[config.mk]
export PLATFORM = sky130hd
export DESIGN_NAME = rfphoenix_alu_issue
export DESIGN_NICKNAME = d
export VERILOG_FILES = /design/src/rtl/rfphoenix_alu_issue_pkg.sv /design/src/rtl/rfphoenix_satcnt.sv /design/src/rtl/rfphoenix_alu_issue.sv
export SDC_FILE = /design/constraint.sdc
export NUM_CORES = 1
export LEC_CHECK = 0
export CORE_AREA = 3 3 214 216
export CTS_CLUSTER_DIAMETER = 80
export DETAILED_ROUTE_END_ITERATION = 8
export DIE_AREA = 0 0 217 219
export DONT_BUFFER_PORTS = 1
export HOLD_SLACK_MARGIN = 0.05
export PLACE_DENSITY = 0.45
export SLEW_MARGIN = 10
export SYNTH_ARGS = -nofsm -noshare
export SYNTH_HDL_FRONTEND = slang
export SYNTH_SLANG_ARGS = --single-unit
[constraint.sdc]
create_clock -name clk -period 7.4 [get_ports clk]
set_input_delay 1.48 -clock clk [delete_from_list [all_inputs] [get_ports clk]]
set_output_delay 1.48 -clock clk [all_outputs]
set_load 0.03 [all_outputs]
[src/rtl/rfphoenix_alu_issue_pkg.sv]
// Shared types for the rfPhoenix ALU issue/retire sequencer.
package rfphoenix_alu_issue_pkg;

   typedef logic [31:0] Instruction;
   typedef logic [31:0] Value;

   localparam int REGW_DEF = 6;
   localparam int CNTW_DEF = 32;

   // Operand payload captured by S0; register tags live in the top because their width is a parameter.
   typedef struct packed {
      Instruction ir;
      Value       a;
      Value       b;
      Value       c;
      Value       t;
      Value       imm;
   } s0_ops_t;

   function automatic Value fwd_sel(input logic hit, input Value res, input Value opnd);
      return hit ? res : opnd;
   endfunction

endpackage

[src/rtl/rfphoenix_satcnt.sv]
// Saturating up-counter: increments on inc_i and sticks at all-ones.
module rfphoenix_satcnt #(
   parameter int CNTW = 32
) (
   input  logic            clk,
   input  logic            rst_n,
   input  logic            inc_i,
   output logic [CNTW-1:0] cnt_o
);

   logic [CNTW-1:0] cnt_q, cnt_d;

   always_comb begin
      cnt_d = cnt_q;
      if (inc_i && (cnt_q != {CNTW{1'b1}})) cnt_d = cnt_q + 1'b1;
   end

   always_ff @(posedge clk or negedge rst_n) begin
      if (!rst_n) cnt_q <= '0;
      else        cnt_q <= cnt_d;
   end

   assign cnt_o = cnt_q;

endmodule

[src/rtl/rfphoenix_alu_issue.sv]
// Two-stage issue/retire sequencer: S0 operand register feeds the external ALU,
// S1 result register feeds writeback, with S1->S0 operand forwarding.
module rfphoenix_alu_issue
   import rfphoenix_alu_issue_pkg::*;
#(
   parameter int REGW = REGW_DEF,
   parameter int CNTW = CNTW_DEF
) (
   input  logic            clk,
   input  logic            rst_n,
   input  logic            flush,
   input  logic            in_valid,
   output logic            in_ready,
   input  logic [31:0]     in_ir,
   input  logic [REGW-1:0] in_ra,
   input  logic [REGW-1:0] in_rb,
   input  logic [REGW-1:0] in_rc,
   input  logic [REGW-1:0] in_rt,
   input  logic [31:0]     in_a,
   input  logic [31:0]     in_b,
   input  logic [31:0]     in_c,
   input  logic [31:0]     in_t,
   input  logic [31:0]     in_imm,
   output logic [31:0]     alu_ir,
   output logic [31:0]     alu_a,
   output logic [31:0]     alu_b,
   output logic [31:0]     alu_c,
   output logic [31:0]     alu_t,
   output logic [31:0]     alu_imm,
   input  logic [31:0]     alu_o,
   output logic            wb_valid,
   input  logic            wb_ready,
   output logic [REGW-1:0] wb_rt,
   output logic [31:0]     wb_res,
   output logic [CNTW-1:0] stall_cnt,
   output logic [CNTW-1:0] retire_cnt
);

   typedef logic [REGW-1:0] Regspec;

   s0_ops_t s0_q, s0_d;
   Regspec  s0_ra_q, s0_ra_d, s0_rb_q, s0_rb_d, s0_rc_q, s0_rc_d, s0_rt_q, s0_rt_d;
   Regspec  wb_rt_q, wb_rt_d;
   Value    wb_res_q, wb_res_d;
   logic    s0_v_q, s0_v_d, s1_v_q, s1_v_d;
   logic    retire, adv, accept, rdy;
   logic    hit_a, hit_b, hit_c;

   assign retire = s1_v_q & wb_ready;
   assign adv    = s0_v_q & (~s1_v_q | wb_ready);
   assign rdy    = ~s0_v_q | adv;
   assign accept = in_valid & rdy;

   always_comb begin
      s0_d     = s0_q;
      s0_ra_d  = s0_ra_q;
      s0_rb_d  = s0_rb_q;
      s0_rc_d  = s0_rc_q;
      s0_rt_d  = s0_rt_q;
      wb_rt_d  = wb_rt_q;
      wb_res_d = wb_res_q;
      if (accept) begin
         s0_d    = '{ir: in_ir, a: in_a, b: in_b, c: in_c, t: in_t, imm: in_imm};
         s0_ra_d = in_ra;
         s0_rb_d = in_rb;
         s0_rc_d = in_rc;
         s0_rt_d = in_rt;
      end
      if (adv) begin
         wb_rt_d  = s0_rt_q;
         wb_res_d = alu_o;
      end
      s0_v_d = accept | (s0_v_q & ~adv);
      s1_v_d = adv | (s1_v_q & ~retire);
      // Flush wins over accept/adv; payload may still load but is never marked valid.
      if (flush) begin
         s0_v_d = 1'b0;
         s1_v_d = 1'b0;
      end
   end

   always_ff @(posedge clk or negedge rst_n) begin
      if (!rst_n) begin
         s0_q     <= '0;
         s0_ra_q  <= '0;
         s0_rb_q  <= '0;
         s0_rc_q  <= '0;
         s0_rt_q  <= '0;
         wb_rt_q  <= '0;
         wb_res_q <= '0;
         s0_v_q   <= 1'b0;
         s1_v_q   <= 1'b0;
      end else begin
         s0_q     <= s0_d;
         s0_ra_q  <= s0_ra_d;
         s0_rb_q  <= s0_rb_d;
         s0_rc_q  <= s0_rc_d;
         s0_rt_q  <= s0_rt_d;
         wb_rt_q  <= wb_rt_d;
         wb_res_q <= wb_res_d;
         s0_v_q   <= s0_v_d;
         s1_v_q   <= s1_v_d;
      end
   end

   // Tag 0 is "no write", so it never matches a producer.
   assign hit_a = s1_v_q && (s0_ra_q == wb_rt_q) && (wb_rt_q != '0);
   assign hit_b = s1_v_q && (s0_rb_q == wb_rt_q) && (wb_rt_q != '0);
   assign hit_c = s1_v_q && (s0_rc_q == wb_rt_q) && (wb_rt_q != '0);

   assign alu_ir   = s0_q.ir;
   assign alu_a    = fwd_sel(hit_a, wb_res_q, s0_q.a);
   assign alu_b    = fwd_sel(hit_b, wb_res_q, s0_q.b);
   assign alu_c    = fwd_sel(hit_c, wb_res_q, s0_q.c);
   assign alu_t    = s0_q.t;
   assign alu_imm  = s0_q.imm;
   assign in_ready = rdy;
   assign wb_valid = s1_v_q;
   assign wb_rt    = wb_rt_q;
   assign wb_res   = wb_res_q;

   rfphoenix_satcnt #(.CNTW(CNTW)) u_stall_cnt (
      .clk   (clk),
      .rst_n (rst_n),
      .inc_i (in_valid & ~rdy),
      .cnt_o (stall_cnt)
   );

   rfphoenix_satcnt #(.CNTW(CNTW)) u_retire_cnt (
      .clk   (clk),
      .rst_n (rst_n),
      .inc_i (retire),
      .cnt_o (retire_cnt)
   );

endmodule

==> results.json, run 1 <==
{
  "status": "complete, but fails checks",
  "violations": "slew limit",
  "max_freq_mhz": 218,
  "power_density_mw_per_mm2": 296,
  "synth_top_family_by_area": "multiplexers",
  "die_h_um": 219,
  "instances_no_fill": 1599,
  "critPathMaxFanout": 32,
  "critical_path_class": "reg2out",
  "yosysTopAreaCell": "dfrtp_1",
  "ys_warn_count": 0,
  "wirelength_um": 41200,
  "synth.area.mux_share_pct": 28.8,
  "final_common_cell": "dfrtp_1",
  "slew_viol_final": 111,
  "endpoint_kind": "output port",
  "core-area_mm2": 0.0441,
  "synthSimpleGateAreaFrac_pct": 6.27,
  "grt_pass1_wl_um": 58600,
  "first_iter_violations": 427,
  "place_congestion": 0.769,
  "portBuffers": 0,
  "fin_crit_sh_pct": 62.0,
  "seq_area_frac_synth_pct": 53.3,
  "clockRootBuffer": "clkbuf_16",
  "cts_max_path_buffers": 3,
  "rr_worst_depth": 5,
  "track_usage_pct": 16.4,
  "layout_setup_ws_ns": 2.81,
  "rows": 77,
  "synthCells": 1063,
  "tightest_slew_ns": 1.71,
  "drv_cap": 0,
  "ir_drop_v": 0.000155,
  "start_util_pct": 34.1,
  "numCtsBuffers": 39,
  "antenna_found_initial": 19,
  "final_layout_size_suffix_gt1_share_pct": 42.5,
  "grt_max_degree": 321,
  "synth_area_per_cell_um2": 14.1,
  "ys_types": 36,
  "cp.required_ns": 5.92,
  "num_vias": 8005,
  "final_cell_mix": "dfrtp_1, mux2_2, mux2_4",
  "dr.pass1.iters": 4,
  "synth-xor-area-share_pct": 4.19,
  "cts_tree": "built",
  "fillCellCount": 4284,
  "rsz0062_at_grt": "no",
  "fin_crit_ns": 4.59,
  "synth_compound_area_share_pct": 0.732,
  "drcViolationCount": 0,
  "grt_pass1_vias": 8387,
  "mappedNetlistArea_mm2": 0.0150,
  "pre_cts_ws_ns": 3.29,
  "ctsResizeCount": 0,
  "arrival_ns": 3.11,
  "ys_top_cells_by_area": "dfrtp_1, mux2_2, mux2_4",
  "hold_path.class": "reg2reg",
  "finalClockSkew_ns": 0.0109,
  "p_leak_nw": 6.72,
  "whs_path_depth": 1,
  "io_pins": 549,
  "overflow": 0,
  "rrSetupSlack_ns": 3.98,
  "fp.dieW_um": 217,
  "hold_violations": 0,
  "tns_ns": 0,
  "ys_ff_latch": 320,
  "holdBufCountCts": 0,
  "htreeDepth": 2,
  "insertion_delay_ns": 0.54,
  "synth_top_area_share_pct": 53.3,
  "syn2layout_area_growth_pct": 7.62,
  "hpwlAfterDp_um": 29400,
  "clk_pin_slew_worst_paths_ns": 0.06,
  "dieArea_mm2": 0.0475,
  "yosys.area_share.adder_pct": 0.166,
  "cp-start-kind": "flip-flop",
  "cts_setup_buffers": 0,
  "viasPerCell": 5.01,
  "synth_nets": 1318,
  "clkSinkCount": 320,
  "maxSlewHeadroom_pct": -14.1,
  "wl_per_cell_um": 25.8,
  "nNetsFinal": 1228,
  "setup_viol": 0,
  "dp.cells": 1524,
  "ant_nets": 0
}
[cell usage after synthesis]
library cell    n
a21oi_1         4
a31oi_1         4
a41oi_1         2
and2_1          3
and3_1         14
and4_1          9
and4b_1         2
buf_2          26
buf_4          96
buf_6           9
clkbuf_1        6
dfrtp_1       320
ha_1            2
inv_1           3
mux2_2        262
mux2_4         90
mux2i_1         3
nand2_1        26
nand2b_1        1
nand3_1        34
nand4_1        28
nand4b_1        3
nand4bb_1       1
nor2_1         20
nor2b_1         2
nor3_1          8
nor3_2          1
nor4_1          2
nor4_2          2
nor4_4          3
o2111a_1        1
o21a_1          2
o31ai_4         1
or4_4           1
xnor2_1        56
xor2_1         16
[flip-flops by register name, summed over array words and instances, names as in the netlist]
name,cells
wb_valid,1
s0_v_q,1
alu_imm,32
alu_ir,32
u_retire_cnt.cnt_o,32
wb_rt,6
s0_rb_q,6
wb_res,32
s0_ra_q,6
s0_q,96
u_stall_cnt.cnt_o,32
s0_rt_q,6
s0_rc_q,6
alu_t,32
[critical path: stages, from the launching register on]
cell and delay (ns):
dfrtp_1 0.61, or4_4 0.64, o31ai_4 0.36, nor4_4 0.09, buf_4 0.35, mux2_4 0.47
[final timing paths]
check / startpoint / to
setup reg to reg: wb_valid / alu_imm[24]
max in group asynchronous: rst_n / s0_q[132]
hold reg to reg: s0_rt_q[5] / wb_rt[5]
setup / recovery: wb_rt[0] / alu_a[5]
hold / removal: s0_rt_q[5] / wb_rt[5]
min in group asynchronous: rst_n / s0_q[136]
[cells by family (layout without fill, tap and decap cells)]
family,Yosys count,after routing
DFF,320,320
AOI/OAI and AO/OA,14,14
xor gates and xnor gates,72,72
adders and majority gates,2,2
and+or+nand+nor,160,160
muxes,355,355
buffers and inverters,140,79
other,0,5
[layer usage]
metal	track usage, %	part of all wire, %	up-vias	routed length [um]
li1	-	-	3486	-
met1	18.2	37	4075	15300
met2	28.4	51	336	20800
met3	7.24	10	82	4140
met4	5.04	1.9	26	799
met5	0	0.42	-	172
[power by group]
group | switching (mW) | internal, mW | leakage (nW)
clock | 0.740 | 1.18 | 0.638
sequential | 0.422 | 1.92 | 3.88
combinational | 0.265 | 0.262 | 2.21
[cell type report]
type	count	area (um^2)	share of cell area [%]
Inverter	3	11.3	0.0696
Tap cell	592	741	4.58
Multi-Input combinational cell	603	6060	37.4
Antenna cell	5	12.5	0.0773
Timing Repair Buffer	6	57.6	0.356
Clock inverter	8	96.3	0.595
Sequential cell	320	8010	49.5
Clock buffer	62	1190	7.39
[metrics by stage]
stage               utilization, %  total power, mW  hold slack (ns)  instance area [um^2]
floorplan                        -             2.84            0.475                 15000
global placement              33.7             2.91            0.487                 14900
detailed placement            33.7             2.92            0.492                 14900
CTS                           36.6             4.87            0.505                 16200
global route                  36.7             4.99            0.515                 16200
finish                        36.7             4.79            0.503                 16200
(Power assumes the default switching activity.)
==> run 2, diff against run 1 <==
--- a/config.mk
+++ b/config.mk
@@ -11,7 +11,7 @@
 export DIE_AREA = 0 0 217 219
 export DONT_BUFFER_PORTS = 1
 export HOLD_SLACK_MARGIN = 0.05
-export PLACE_DENSITY = 0.45
+export PLACE_DENSITY = 0.46
 export SLEW_MARGIN = 10
 export SYNTH_ARGS = -nofsm -noshare
 export SYNTH_HDL_FRONTEND = slang
==> constraint.sdc (replaced) <==
create_clock -name clk -period 3.8 [get_ports clk]
set_input_delay 0.76 -clock clk [delete_from_list [all_inputs] [get_ports clk]]
set_output_delay 0.76 -clock clk [all_outputs]
set_load 0.03 [all_outputs]
==> run 2 against run 1 <==
  * The flow finishes with violations (hold timing)
  * Sequential share of layout area shrank 0.42 points
  * Worst setup slack got worse by 2.6 ns
  * Design area rose by 0.90%
  * Core utilization is 0.33 points higher
  * Combinational power grew 100%
  * First-iteration DRC count increased by 16%
  * Critical path type unchanged
  * Critical endpoint is now alu_b[31]
  * Largest power group unchanged
==> results.json, run 2 (synthesized netlist as in run 1, its figures left out) <==
{
  "status": "complete, but fails checks",
  "violations": "hold timing",
  "antenna_found_initial": 21,
  "critPathMaxFanout": 32,
  "fin_crit_sh_pct": 94.6,
  "largest_reg_flops": 96,
  "power.switching_mw": 2.75,
  "instances_no_fill": 1609,
  "rr_worst_depth": 6,
  "viasPerCell": 5.04,
  "clk_pin_slew_worst_paths_ns": 0.06,
  "p_comb_share_pct": 11.4,
  "num_vias": 8115,
  "hold_violations": 155,
  "drv_cap": 0,
  "finalClockSkew_ns": 0.0170,
  "ir_drop_v": 0.000370,
  "dieArea_mm2": 0.0475,
  "cpPeakStageDelay_ns": 0.58,
  "p_sw_share_pct": 29.6,
  "dp.cells": 1535,
  "cp.required_ns": 3.04,
  "arrival_ns": 2.83,
  "track_usage_pct": 16.5,
  "p_leak_nw": 6.79,
  "htreeDepth": 2,
  "portBuffers": 0,
  "top_register": "s0_q",
  "rows": 77,
  "cts_setup_buffers": 0,
  "final_layout_size_suffix_gt1_share_pct": 43.4,
  "numCtsBuffers": 39,
  "die_h_um": 219,
  "io_pins": 549,
  "core-area_mm2": 0.0441,
  "rsz0062_at_grt": "no",
  "final_common_cell": "dfrtp_1",
  "crit_path_top_delay_cell": "or4_4",
  "dr.pass1.iters": 4,
  "worstPathCellList": "or4_4 -> o31ai_4 -> nor4_4 -> buf_6 -> mux2_2",
  "hold_path.class": "in2async",
  "stdcell_area_mm2": 0.0163,
  "place_area_mm2": 0.0150,
  "insertion_delay_ns": 0.53,
  "ant_nets": 0,
  "cpLargestDelayFamily": "simple AND/OR/NAND/NOR gates",
  "cp-start-kind": "flip-flop",
  "clkSinkCount": 320,
  "holdWs_ns": -0.0718,
  "cts_tree": "built",
  "syn2layout_area_growth_pct": 8.59,
  "fin_crit_ns": 3.59,
  "first_iter_violations": 495,
  "layout_setup_ws_ns": 0.207,
  "final_cell_mix": "dfrtp_1, mux2_2, mux2_4",
  "path_buf_inv": 1,
  "wl_per_cell_um": 25.5,
  "endpoint_kind": "output port",
  "overflow": 0,
  "cts_max_path_buffers": 3,
  "maxSlewHeadroom_pct": 48.7,
  "hpwlAfterDp_um": 30400,
  "power_frac_clock_pct": 39.5,
  "setup_viol": 0,
  "clockRootBuffer": "clkbuf_16",
  "pre_cts_ws_ns": 0.539,
  "p_total_mw": 9.28,
  "critical_path_class": "reg2out",
  "seqPwrFrac_pct": 49.1,
  "nNetsFinal": 1239,
  "grt_pass1_vias": 8538,
  "fin_util_pct": 37.0,
  "fp.dieW_um": 217,
  "worst-path-stages": 5,
  "slew_viol_final": 0,
  "power_density_mw_per_mm2": 569,
  "wirelength_um": 41100,
  "grt_pass1_wl_um": 58800,
  "tns_ns": 0,
  "intPower_mw": 6.53,
  "grt_max_degree": 321,
  "start_util_pct": 34.1,
  "drcViolationCount": 0,
  "place_congestion": 0.810,
  "tightest_slew_ns": 0.770,
  "max_freq_mhz": 278
}
[run 2: changes by cell type in the layout (fill, tap and decap cells not counted), sizes merged]
cell,before,now
diode,5,6
clkinv,5,3
inv,4,5
buf,6,17
bufinv,2,1
[run 2: worst reg2reg max path: stages (launching register included)]
cell	delay, ns
dfrtp_1	0.41
buf_4	0.23
nor2b_1	0.31
nand2_1	0.34
nand2_4	0.30
buf_12	0.41
mux2_2	0.52
[run 2: cell type report]
cell class	count	area, um^2
multi-input combinational	603	6060
inverter	3	11.3
timing repair buffer	17	206
clock inverter	6	67.6
sequential	320	8010
fill	4288	27800
antenna	6	15.0
clock buffer	62	1210
tap	592	741
[run 2: worst paths after layout]
path,start,end,slack (ns)
setup / recovery,wb_rt[0],alu_b[31],0.21
setup reg to reg,wb_valid,alu_imm[23],1.15
max in group asynchronous,rst_n,wb_rt[0],3.45
hold / removal,rst_n,alu_imm[24],-0.07
min in group clk,flush,s0_v_q,0.28
hold reg to reg,s0_rt_q[5],s0_rt_q[5],0.50
[run 2: metal layers]
| metal | vias up | track usage, % | wire (um) |
|---|---|---|---|
| met2 | 362 | 28.7 | 20900 |
| met1 | 4127 | 18.3 | 15000 |
| li1 | 3523 | - | - |
| met3 | 75 | 7.45 | 4140 |
| met4 | 28 | 4.35 | 834 |
| met5 | - | 0 | 174 |
[run 2: power by group through the flow]
stage | clock [mW] | combinational, mW | sequential [mW]
CTS | 3.82 | 1.07 | 4.57
finish | 3.67 | 1.06 | 4.56
global route | 3.97 | 1.13 | 4.61
global placement | 0 | 1.05 | 4.65
floorplan | 0 | 1.32 | 4.21
detailed placement | 0 | 1.07 | 4.63
[run 2: timing repair]
| item | 4_1_cts | 5_1_grt |
|---|---|---|
| pin swaps | 0 | 0 |
| hold endpoints to repair | 320 | 320 |
| resized for setup | 2 | 1 |
| setup endpoints to repair | 32 | 2 |
==> run 3, diff against run 2 <==
--- a/config.mk
+++ b/config.mk
@@ -10,8 +10,10 @@
 export DETAILED_ROUTE_END_ITERATION = 8
 export DIE_AREA = 0 0 217 219
 export DONT_BUFFER_PORTS = 1
+export GPL_TIMING_DRIVEN = 0
 export HOLD_SLACK_MARGIN = 0.05
 export PLACE_DENSITY = 0.46
+export SETUP_SLACK_MARGIN = 0.15
 export SLEW_MARGIN = 10
 export SYNTH_ARGS = -nofsm -noshare
 export SYNTH_HDL_FRONTEND = slang
==> run 3 against run 2 <==
  * The run still ends with hold timing left
  * Clock skew decreased by 0.0070 ns
  * Maximum frequency grew 2.1%
  * Combinational power is 41% higher
  * Total power grew 4.0%
  * Core utilization is 2.1 points higher
  * Register-to-register slack got worse by 0.56 ns
  * Largest cell class unchanged
  * Largest power group unchanged
  * First-iteration DRC count shrank 24%
  * Worst setup slack improved by 0.073 ns
  * Design area increased by 5.8%
  * Routed wire length is 7.9% higher
  * Global-route usage increased by 1.5 points
  * Via count rose by 5.7%
==> results.json, run 3 (synthesized netlist as in run 1, its figures left out) <==
{
  "wl_per_cell_um": 25.5,
  "multi_input_area_mm2": 0.00605,
  "hpwlAfterDp_um": 33300,
  "status": "complete, but fails checks",
  "rsz0062_at_grt": "no",
  "clkSinkCount": 320,
  "viasPerCell": 4.94,
  "num_vias": 8579,
  "fin_crit_ns": 3.52,
  "hold_violations": 97,
  "rr_worst_depth": 6,
  "first_iter_violations": 375,
  "slew_viol_final": 0,
  "die_h_um": 219,
  "p_leak_nw": 7.39,
  "cp-start-kind": "flip-flop",
  "endpoint_kind": "output port",
  "antenna_found_initial": 20,
  "clk_pin_slew_worst_paths_ns": 0.06,
  "fillCellCount": 4283,
  "fin_util_pct": 39.1,
  "max_freq_mhz": 284,
  "io_pins": 549,
  "top_register": "s0_q",
  "drv_cap": 0,
  "final_layout_size_suffix_gt1_share_pct": 49.7,
  "cp.required_ns": 3.04,
  "dieArea_mm2": 0.0475,
  "largest_reg_flops": 96,
  "setup_viol": 0,
  "stdcell_area_mm2": 0.0173,
  "cts_tree": "built",
  "nNetsFinal": 1366,
  "start_util_pct": 34.1,
  "register_area_mm2": 0.00802,
  "grt_max_degree": 321,
  "ant_nets": 0,
  "grt_pass1_wl_um": 63300,
  "pre_cts_ws_ns": 0.109,
  "drcViolationCount": 0,
  "final_cell_mix": "dfrtp_1, mux2_2, buf_4",
  "rrSetupSlack_ns": 0.59,
  "rr_startpoint": "wb_valid",
  "critPathMaxFanout": 10,
  "cts_max_path_buffers": 3,
  "htreeDepth": 2,
  "fp.dieW_um": 217,
  "finalClockSkew_ns": 0.0101,
  "core-area_mm2": 0.0441,
  "overflow": 0,
  "crit_path_top_delay_cell": "or4_4",
  "worstPathCellList": "or4_4 -> o31ai_4 -> buf_6 -> nor4_4 -> buf_12 -> buf_8 -> mux2_4",
  "final_common_cell": "dfrtp_1",
  "p_total_mw": 9.65,
  "portBuffers": 0,
  "wirelength_um": 44300,
  "ir_drop_v": 0.000339,
  "clockRootBuffer": "clkbuf_16",
  "insertion_delay_ns": 0.54,
  "tightest_slew_ns": 1.10,
  "hold_path.class": "in2async",
  "power_density_mw_per_mm2": 559,
  "place_congestion": 0.790,
  "critical_path_class": "reg2out",
  "fin_crit_sh_pct": 92.6,
  "rows": 77,
  "syn2layout_area_growth_pct": 14.8,
  "maxSlewHeadroom_pct": 26.4,
  "holdWs_ns": -0.0790,
  "cpPeakStageDelay_ns": 0.58,
  "grt_pass1_vias": 8935,
  "dr.pass1.iters": 5,
  "r2r_end": "s0_q[100]",
  "violations": "hold timing",
  "track_usage_pct": 18.0,
  "arrival_ns": 2.76,
  "numCtsBuffers": 39,
  "place_area_mm2": 0.0158,
  "layout_setup_ws_ns": 0.280
}
## run 3: layout make-up
class	count	area share, %
Clock buffer	65	7.39
Inverter	3	0.0652
Timing Repair Buffer	7	0.544
Clock inverter	6	0.478
Sequential cell	320	46.4
Buffer	137	5.70
Tap cell	592	4.29
Antenna cell	5	0.0725
Multi-Input combinational cell	603	35.0
## run 3: power by group
part | switching (mW) | internal (mW) | total [mW]
Combinational | 0.834 | 0.659 | 1.49
Sequential | 0.534 | 3.75 | 4.29
Clock | 1.46 | 2.42 | 3.87
## run 3: how the worst max path moves through the flow
| stage | startpoint | end | slack, ns | cells after the start |
|---|---|---|---|---|
| floorplan | wb_rt[5] | alu_c[10] | 0.85 | 6 |
| global placement | wb_rt[5] | alu_c[28] | -0.20 | 6 |
| detailed placement | wb_rt[5] | alu_c[28] | 0.11 | 6 |
| CTS | wb_rt[0] | alu_c[28] | 0.15 | 7 |
| global route | wb_rt[0] | alu_c[28] | 0.18 | 7 |
| finish | wb_rt[0] | alu_c[28] | 0.28 | 7 |
## run 3: timing repair
action                     in CTS  in global routing
resized for setup               7                  3
setup endpoints to repair      96                 29
setup buffers                   7                  0
pin swaps                       4                  2
hold endpoints to repair      320                320
## run 3: critical path, delay by kind of cell (launching register included)
| kind | cells | cell delay [ns] |
|---|---|---|
| mux | 1 | 0.40 |
| flops | 1 | 0.52 |
| buf+inv | 3 | 0.47 |
| compound gates | 1 | 0.18 |
| simple gates | 2 | 0.63 |
## run 3: through the flow
step | cells | setup TNS, ns
2_1_floorplan | 1063 | 0
3_3_place_gp | 1655 | -4.54
3_5_place_dp | 1655 | 0
4_1_cts | 1733 | 0
5_1_grt | 1736 | 0
6_report | 1738 | 0
## run 3: layer usage
| metal | part of all wire [%] | global-route usage [%] | up-vias |
|---|---|---|---|
| met5 | 0.49 | 0 | - |
| met4 | 2.3 | 5.59 | 30 |
| met3 | 10 | 7.96 | 87 |
| met2 | 50 | 30.9 | 342 |
| met1 | 37 | 20.2 | 4344 |
| li1 | - | - | 3776 |
